## config.mk

```make
export PLATFORM = sky130hd
export DESIGN_NAME = bus_master
export DESIGN_NICKNAME = d
export VERILOG_FILES = /design/src/rtl/bus_pkg.sv /design/src/rtl/bus_timer.sv /design/src/rtl/bus_master.sv
export SDC_FILE = /design/constraint.sdc
export NUM_CORES = 1
export LEC_CHECK = 0
export CAP_MARGIN = 20
export CORE_ASPECT_RATIO = 0.5
export CORE_MARGIN = 2
export CORE_UTILIZATION = 40
export DETAILED_ROUTE_END_ITERATION = 6
export HOLD_SLACK_MARGIN = 0.06
export PLACE_DENSITY_LB_ADDON = 0.25
export SKIP_CTS_REPAIR_TIMING = 1
export SLEW_MARGIN = 25
export SYNTH_ARGS = -nofsm -noshare
export SYNTH_HDL_FRONTEND = slang
export SYNTH_SLANG_ARGS = --single-unit
```

## constraint.sdc

```tcl
create_clock -name clk -period 5.5 [get_ports clk]
set_input_delay 0.55 -clock clk [delete_from_list [all_inputs] [get_ports clk]]
set_output_delay 0.55 -clock clk [all_outputs]
set_load 0.1 [all_outputs]
```

## src/rtl/bus_pkg.sv

```systemverilog
// bus_pkg: shared definitions for the bus_master slice.
//   - Slave register map (control, operand A, operand B) and control go value.
//   - Timer width used by bus_timer.
//   - FSM state enumeration for bus_master.
//   - zext16: zero-extends a 16-bit operand onto the 32-bit write bus.
package bus_pkg;

  localparam logic [4:0]  ADR_CTRL = 5'd0;
  localparam logic [4:0]  ADR_A    = 5'd1;
  localparam logic [4:0]  ADR_B    = 5'd2;
  localparam logic [31:0] CTRL_GO  = 32'h0000_0001;

  // Wide enough for any TIMEOUT in 1..65535.
  localparam int TMR_W = 16;

  typedef enum logic [2:0] {
    ST_IDLE  = 3'd0,
    ST_WR_A  = 3'd1,
    ST_WR_B  = 3'd2,
    ST_WR_GO = 3'd3,
    ST_ARM   = 3'd4,
    ST_WAIT  = 3'd5,
    ST_RD    = 3'd6,
    ST_DONE  = 3'd7
  } bus_state_e;

  function automatic logic [31:0] zext16(input logic [15:0] v);
    return {16'h0000, v};
  endfunction

endpackage

```

## src/rtl/bus_timer.sv

```systemverilog
// bus_timer: WAIT-state watchdog counter for bus_master.
// Only instantiated when BUS_MASTER_TIMEOUT_EN is defined.
// Ports:
//   i_clk     rising-edge clock
//   i_rst     asynchronous active-high reset (count -> 0)
//   i_clear   synchronous clear, has priority over i_enable
//   i_enable  count one per cycle while high
//   o_tc      terminal count: high during the TIMEOUT-th enabled cycle
import bus_pkg::*;

module bus_timer #(
  parameter int TIMEOUT = 255
) (
  input  logic i_clk,
  input  logic i_rst,
  input  logic i_clear,
  input  logic i_enable,
  output logic o_tc
);

  // Count starts at 0 in the first enabled cycle, so the TIMEOUT-th cycle
  // sees TIMEOUT-1 and the FSM leaves on that cycle's closing edge.
  localparam logic [TMR_W-1:0] LAST = TMR_W'(TIMEOUT - 1);

  logic [TMR_W-1:0] r_count;

  // Cycle counter: cleared outside WAIT, advancing inside it.
  always_ff @(posedge i_clk or posedge i_rst) begin
    if (i_rst) begin
      r_count <= {TMR_W{1'b0}};
    end else if (i_clear) begin
      r_count <= {TMR_W{1'b0}};
    end else if (i_enable) begin
      r_count <= r_count + {{(TMR_W-1){1'b0}}, 1'b1};
    end else begin
      r_count <= r_count;
    end
  end

  assign o_tc = i_enable && (r_count == LAST);

endmodule

```

## src/rtl/bus_master.sv

```systemverilog
// bus_master: drives a multiply slave over a simple write bus.
// Sequence: write op_a (adr 1), op_b (adr 2), go bit (adr 0), wait for
// ready, read the product from r_adr, then pulse done with the result.
// Ports:
//   clk, rst           clock, asynchronous active-high reset
//   start, op_a, op_b  host request and operands (start honoured in IDLE only)
//   busy, done         status: not-IDLE, one-cycle completion pulse
//   result, err        product and timeout flag, updated on DONE entry
//   signal, w_adr, w_data  bus write strobe, address and data
//   r_adr, r_data      result address (RESULT_ADR) and read data
//   ready              slave completion, honoured in WAIT only
// Optional feature: define BUS_MASTER_TIMEOUT_EN to bound WAIT at TIMEOUT
// cycles (exit to DONE with err=1, result unchanged). Without it WAIT is
// unbounded and err stays 0.
import bus_pkg::*;

module bus_master #(
  parameter int TIMEOUT    = 255,
  parameter int RESULT_ADR = 3
) (
  input  logic        clk,
  input  logic        rst,
  input  logic        start,
  input  logic [15:0] op_a,
  input  logic [15:0] op_b,
  output logic        busy,
  output logic        done,
  output logic [31:0] result,
  output logic        err,
  output logic        signal,
  output logic [4:0]  w_adr,
  output logic [31:0] w_data,
  output logic [4:0]  r_adr,
  input  logic [31:0] r_data,
  input  logic        ready
);

  bus_state_e  r_state;
  bus_state_e  w_next;
  logic        w_timeout;
  logic        w_tc;
  logic [15:0] r_op_b;
  logic        r_busy;
  logic        r_done;
  logic [31:0] r_result;
  logic        r_err;
  logic        r_signal;
  logic [4:0]  r_wadr;
  logic [31:0] r_wdata;
  logic [4:0]  r_radr;
  logic        w_signal;
  logic [4:0]  w_wadr;
  logic [31:0] w_wdata;

`ifdef BUS_MASTER_TIMEOUT_EN
  bus_timer #(
    .TIMEOUT (TIMEOUT)
  ) u_timer (
    .i_clk    (clk),
    .i_rst    (rst),
    .i_clear  (r_state != ST_WAIT),
    .i_enable (r_state == ST_WAIT),
    .o_tc     (w_tc)
  );
`else
  assign w_tc = 1'b0;
`endif

  // Next-state decode; ready wins over a coincident timeout.
  always_comb begin
    w_next    = r_state;
    w_timeout = 1'b0;
    case (r_state)
      ST_IDLE: begin
        if (start) begin
          w_next = ST_WR_A;
        end else begin
          w_next = ST_IDLE;
        end
      end
      ST_WR_A:  w_next = ST_WR_B;
      ST_WR_B:  w_next = ST_WR_GO;
      ST_WR_GO: w_next = ST_ARM;
      ST_ARM:   w_next = ST_WAIT;
      ST_WAIT: begin
        if (ready) begin
          w_next = ST_RD;
        end else if (w_tc) begin
          w_next    = ST_DONE;
          w_timeout = 1'b1;
        end else begin
          w_next = ST_WAIT;
        end
      end
      ST_RD:    w_next = ST_DONE;
      ST_DONE:  w_next = ST_IDLE;
      default:  w_next = ST_IDLE;
    endcase
  end

  // Bus values for the state being entered, so the registered bus matches
  // the current state. WR_A is only reached from IDLE on the accepting edge,
  // so op_a goes straight onto the bus and needs no holding register.
  always_comb begin
    w_signal = 1'b0;
    w_wadr   = ADR_CTRL;
    w_wdata  = 32'h0000_0000;
    case (w_next)
      ST_WR_A: begin
        w_signal = 1'b1;
        w_wadr   = ADR_A;
        w_wdata  = zext16(op_a);
      end
      ST_WR_B: begin
        w_signal = 1'b1;
        w_wadr   = ADR_B;
        w_wdata  = zext16(r_op_b);
      end
      ST_WR_GO: begin
        w_signal = 1'b1;
        w_wadr   = ADR_CTRL;
        w_wdata  = CTRL_GO;
      end
      default: begin
        w_signal = 1'b0;
        w_wadr   = ADR_CTRL;
        w_wdata  = 32'h0000_0000;
      end
    endcase
  end

  // State, operand latch and all registered outputs.
  always_ff @(posedge clk or posedge rst) begin
    if (rst) begin
      r_state  <= ST_IDLE;
      r_op_b   <= 16'h0000;
      r_busy   <= 1'b0;
      r_done   <= 1'b0;
      r_result <= 32'h0000_0000;
      r_err    <= 1'b0;
      r_signal <= 1'b0;
      r_wadr   <= 5'd0;
      r_wdata  <= 32'h0000_0000;
      r_radr   <= 5'(RESULT_ADR);
    end else begin
      r_state  <= w_next;
      r_busy   <= (w_next != ST_IDLE);
      r_done   <= (w_next == ST_DONE);
      r_signal <= w_signal;
      r_wadr   <= w_wadr;
      r_wdata  <= w_wdata;
      r_radr   <= 5'(RESULT_ADR);
      if ((r_state == ST_IDLE) && start) begin
        r_op_b <= op_b;
      end
      // RD always exits to DONE, so this is the DONE-entry edge.
      if (r_state == ST_RD) begin
        r_result <= r_data;
        r_err    <= 1'b0;
      end else if (w_timeout) begin
        r_err <= 1'b1;
      end
    end
  end

  assign busy   = r_busy;
  assign done   = r_done;
  assign result = r_result;
  assign err    = r_err;
  assign signal = r_signal;
  assign w_adr  = r_wadr;
  assign w_data = r_wdata;
  assign r_adr  = r_radr;

endmodule

```

==> summary.txt, run 1 <==
Status
  – Status: completed

Synthesis
  – Library cells used by synthesis: 23
  – Synth top area cells: dfrtp_1 (60%), mux2_2 (18%), buf_4 (6.5%)
  – Synthesized flop and latch total: 72
  – Syn. warnings: 0
  – Synth top area share: 0.599
  – Syn Std Cell Area: 3010 um2
  – Mean Syn Cell Area: between 10 and 15 um2
  – Leading area contributor after synthesis: dfrtp_1
  – Post-synthesis cell count: around 230
  – Sequential element share of the synthesized area: 0.599

Floorplan
  – Die Wd: approximately 130 um
  – Ports: 146
  – Die area: around 8300 um2
  – Core area: 7320 um2
  – Initial core utilization: 0.411
  – Die Ht: ~65 um
  – Row count: 22

Placed design
  – Dpl hpwl: 4360 um
  – Gpl congestion: 0.703
  – Port Buffers: 120
  – Instance area at placement: between 4000 and 5000 um2

Timing
  – Final setup vio count: 0
  – Fin Setup TNS: 0 ns
  – Max Transition Viols Final: 0
  – Final period util: 0.443
  – Layout Skew: between 0.006 and 0.007 ns
  – Achievable clock frequency: just over 0.4 GHz
  – Worst slew pin tran: 1.00 ns
  – Tmin final: between 2 and 2.5 ns
  – Slew Limit Headroom: 0.331
  – Unrepaired setup endpoints after global routing: no
  – Final Hold Viols: 0

Global routing
  – Total gr overflow: 0
  – Vias in the first global route: about 2000
  – Antenna violations before repair: 0
  – First-pass GRT wire length: a little under 10000 um
  – Pin count of the biggest net entering global routing: 73
  – All-Layer GR Usage: 0.155

Finish
  – Syn-to-layout area delta: 48.2%
  – Layout cells sized above 1: 0.199
  – Most frequent cells in the layout: clkdlybuf4s50_1 (120), dfrtp_1 (71), mux2_2 (48)
  – Fillcell total: a little under 600
  – Antenna Cells: 0
  – Fin area: 4460 um2
  – Commonest non-fill, non-tap cell in the layout: clkdlybuf4s50_1
  – Nets: a little over 400

Clock tree
  – Clock H-tree levels: 3
  – CTS buffer count: 9
  – Clk buf depth: 2
  – CTS tree: yes
  – Clk sinks: 72
  – Clock Tree Root: clkbuf_16
  – Later-pin clock latency in the skew report: ~0.32 ns
  – Worst-path clk slew: ~0.05 ns

Detailed routing
  – First-pass iteration count of the detailed router: 4
  – Wire length per cell: 13.8 um
  – Residual DRC count: 0
  – Final wirelength: between 6000 and 7000 um
  – DRT antenna net count: 0
  – Total number of vias: just over 2000
  – Via-to-Cell Ratio: between 4 and 5
  – DRT iter0 DRCs: slightly above 80

Setup path
  – Worst r2r path cells: 3
  – Worst Setup End Kind: flop
  – Worst setup SP type: primary input
  – Worst R2R Setup Slack: 3.58 ns
  – Maximum net fanout on the critical path: 20
  – RR Endpoint: r_op_b[15]
  – Worst path required time: approximately 5.7 ns
  – Critical path type: in2reg
  – RR Startpoint: r_state[0]
  – Critical path arrival: ~2.6 ns

Job
  – Max Cap Violations: 0

Min path
  – Hold_sp: result[22]
  – Hold Path Depth: 1
  – Hold endpoint: result[22]
  – Worst min-delay path class: reg2reg
-- critical path: stages --
cell and delay [ns]:
clkdlybuf4s50_1 0.96, nor4b_4 0.46, buf_4 0.29, mux2_2 0.36
-- Yosys cell counts --
library cell,instances
inv_1,2
dfrtp_1,72
nor2b_1,1
xnor2_1,1
nor3_1,1
o21ai_0,2
nor4_1,1
a21oi_1,15
a211oi_1,3
mux2_2,48
nor4b_4,1
buf_4,26
nand3b_1,16
nor2_1,2
a31oi_1,1
nand2b_1,3
conb_1,2
buf_2,3
o2bb2ai_1,1
clkbuf_1,9
nand2_1,16
buf_6,2
or2_2,1
-- state kept, by name (all words and copies together), names as in the netlist --
| name | count |
|---|---|
| done | 1 |
| w_data | 16 |
| busy | 1 |
| signal | 1 |
| result | 32 |
| r_op_b | 16 |
| w_adr | 2 |
| r_state | 3 |
-- kinds of logic (layout without fill, tap and decap cells) --
family,after synthesis,after routing,share of synthesized area
buffers and inverters,42,141,0.0911
DFF,72,72,0.599
xor gates and xnor gates,1,1,0.00291
AOI/OAI and AO/OA,22,22,0.0407
other,2,25,0.00250
muxes,48,48,0.180
and+or+nand+nor,42,42,0.0844
-- per-layer routing --
layer	track usage	up-vias	part of all wire
li1	-	965	-
met1	0.171	1008	0.40
met2	0.282	74	0.52
met3	0.0521	7	0.060
met4	0.0618	0	0.011
met5	0	-	0
-- per-stage QoR --
step / setup WS (ns) / std cells / util / hold WS [ns]
finish: 3.06 / 447 / 0.609 / 0.500
CTS: 2.80 / 446 / 0.608 / 0.503
global placement: 2.54 / 430 / 0.569 / 0.488
global route: 2.97 / 447 / 0.609 / 0.521
floorplan: 3.13 / 252 / - / 0.481
detailed placement: 2.46 / 430 / 0.569 / 0.491
-- area by class of cell --
class / count / area, um2 / area share
sequential: 72 / 1800 / 0.404
inverter: 2 / 7.51 / 0.00168
tap: 96 / 120 / 0.0269
timing repair buffer: 123 / 1220 / 0.274
multi-input combinational: 138 / 1020 / 0.229
clock buffer: 13 / 270 / 0.0606
clock inverter: 3 / 15.0 / 0.00337
-- worst max path at each step --
stage | from | end
global placement | start | r_op_b[7]
CTS | start | r_op_b[9]
detailed placement | start | r_op_b[9]
finish | start | r_op_b[15]
global route | start | r_op_b[15]
floorplan | rst | busy
Power of run 1 is left out: the tool's default activity adds up to more than one toggle a clock period on the data nets, which glitch-free logic cannot reach.
==> run 2: changes to the inputs <==
CORE_UTILIZATION = 37   (was 40)
clock period = 2.09 ns   (was 5.5 ns; I/O delays follow)
==> summary.txt, run 2 (same netlist as run 1, synthesis figures left out) <==
Status
  – Status: completed

Detailed routing
  – DRT antenna net count: 0
  – Residual DRC count: 0
  – Post-Route M1 WL: roughly 2700 um
  – Wire length per cell: 13.9 um
  – Final wirelength: around 6400 um
  – WL met3: around 360 um
  – Total number of vias: approximately 2100
  – Via-to-Cell Ratio: ~4.5
  – DRT iter0 DRCs: 90
  – First-pass iteration count of the detailed router: 4
  – Metal2 WL: roughly 3300 um
  – Highest Signal Layer: met4

Finish
  – Number of flip-flops in the largest register: 32
  – Most frequent cells in the layout: dfrtp_1 (72), clkdlybuf4s50_1 (67), buf_4 (57)
  – Syn-to-layout area delta: 47.2%
  – Multi-input gate area: 1020 um2
  – Fillcell total: between 600 and 700
  – Nets: 417
  – Layout cells sized above 1: 0.351
  – Storage cell area: around 1800 um2
  – Commonest non-fill, non-tap cell in the layout: dfrtp_1
  – Antenna Cells: 0

Placed design
  – Gpl congestion: between 0.7 and 0.8
  – Dpl hpwl: 4660 um
  – Port Buffers: 120

Clock tree
  – CTS tree: yes
  – Worst-path clk slew: roughly 0.060 ns
  – Clk sinks: 72
  – Clk buf depth: 2
  – Later-pin clock latency in the skew report: 0.32 ns
  – Clock Tree Root: clkbuf_16
  – CTS buffer count: 9
  – Clock H-tree levels: 3

Min path
  – Worst min-delay path class: in2async

Global routing
  – First-pass GRT wire length: 10500 um
  – Total gr overflow: 0
  – Pin count of the biggest net entering global routing: 38
  – Vias in the first global route: approximately 2100
  – Antenna violations before repair: 0
  – All-Layer GR Usage: 0.153

Setup path
  – Worst Setup End Kind: flop
  – Worst setup SP type: flop
  – RR Startpoint: r_state[1]
  – Critical path arrival: approximately 1.8 ns
  – Worst path required time: roughly 2.3 ns
  – Critical path type: reg2reg
  – Worst R2R Setup Slack: approximately 0.5 ns
  – RR Endpoint: r_op_b[3]
  – Worst r2r path cells: 3
  – Maximum net fanout on the critical path: 17

Floorplan
  – Ports: 146
  – Die Ht: just under 70 um
  – Row count: 23
  – Die area: just under 9000 um2
  – Core area: 7940 um2
  – Die Wd: around 130 um
  – Initial core utilization: 0.379

Timing
  – Max Transition Viols Final: 0
  – Worst slew pin tran: between 0.5 and 0.6 ns
  – Fin Setup TNS: 0 ns
  – Layout Skew: around 0.0082 ns
  – Achievable clock frequency: between 0.6 and 0.7 GHz
  – Unrepaired setup endpoints after global routing: no
  – Final setup vio count: 0
  – Slew Limit Headroom: 0.630
  – Final Hold Viols: 0
  – Final period util: 0.763
  – Tmin final: about 1.6 ns

Job
  – Max Cap Violations: 0
[run 2: cell types whose count changed in the layout (fill, tap and decap cells not counted), moves of 2 or more]
cell | before | now
clkinv_2 | 3 | 1
buf_12 | 0 | 2
buf_4 | 3 | 57
bufinv_16 | 0 | 2
clkdlybuf4s50_1 | 120 | 67
[run 2: worst max-delay path by stage]
stage               start          to  slack, ns
6_report       r_state[1]   r_op_b[3]       0.49
4_1_cts        r_state[1]  result[28]       0.49
5_1_grt        r_state[1]   result[0]       0.38
3_3_place_gp        start   r_op_b[9]       0.44
2_1_floorplan         rst        busy       0.06
3_5_place_dp        start   r_op_b[3]       0.43
[run 2: metrics by stage]
| step | hold slack [ns] | cell area, um2 | setup slack (ns) | instances | utilization |
|---|---|---|---|---|---|
| global placement | 0.488 | 4110 | 0.443 | 450 | 0.517 |
| CTS | 0.274 | 4430 | 0.486 | 465 | 0.558 |
| floorplan | 0.360 | 3100 | 0.0561 | 252 | - |
| detailed placement | 0.496 | 4110 | 0.429 | 450 | 0.517 |
| global route | 0.311 | 4430 | 0.384 | 465 | 0.558 |
| finish | 0.264 | 4430 | 0.494 | 465 | 0.558 |
[run 2: area by class of cell]
type | instances | share of cell area
sequential | 72 | 0.407
timing repair buffer | 126 | 0.257
multi-input combinational | 138 | 0.230
clock buffer | 12 | 0.0579
tap | 112 | 0.0316
clock inverter | 3 | 0.0147
inverter | 2 | 0.00169
[run 2: worst max-delay path, stage by stage, from the launching register on]
cell	delay [ns]
dfrtp_1	0.53
nor4b_4	0.29
buf_4	0.28
mux2_2	0.37
[run 2: layer usage]
layer | track usage | up-vias
met4 | 0.0802 | 0
met3 | 0.0488 | 16
met1 | 0.174 | 1016
met2 | 0.270 | 85
li1 | - | 967
met5 | 0 | -
Power of run 2 is left out for the same reason.
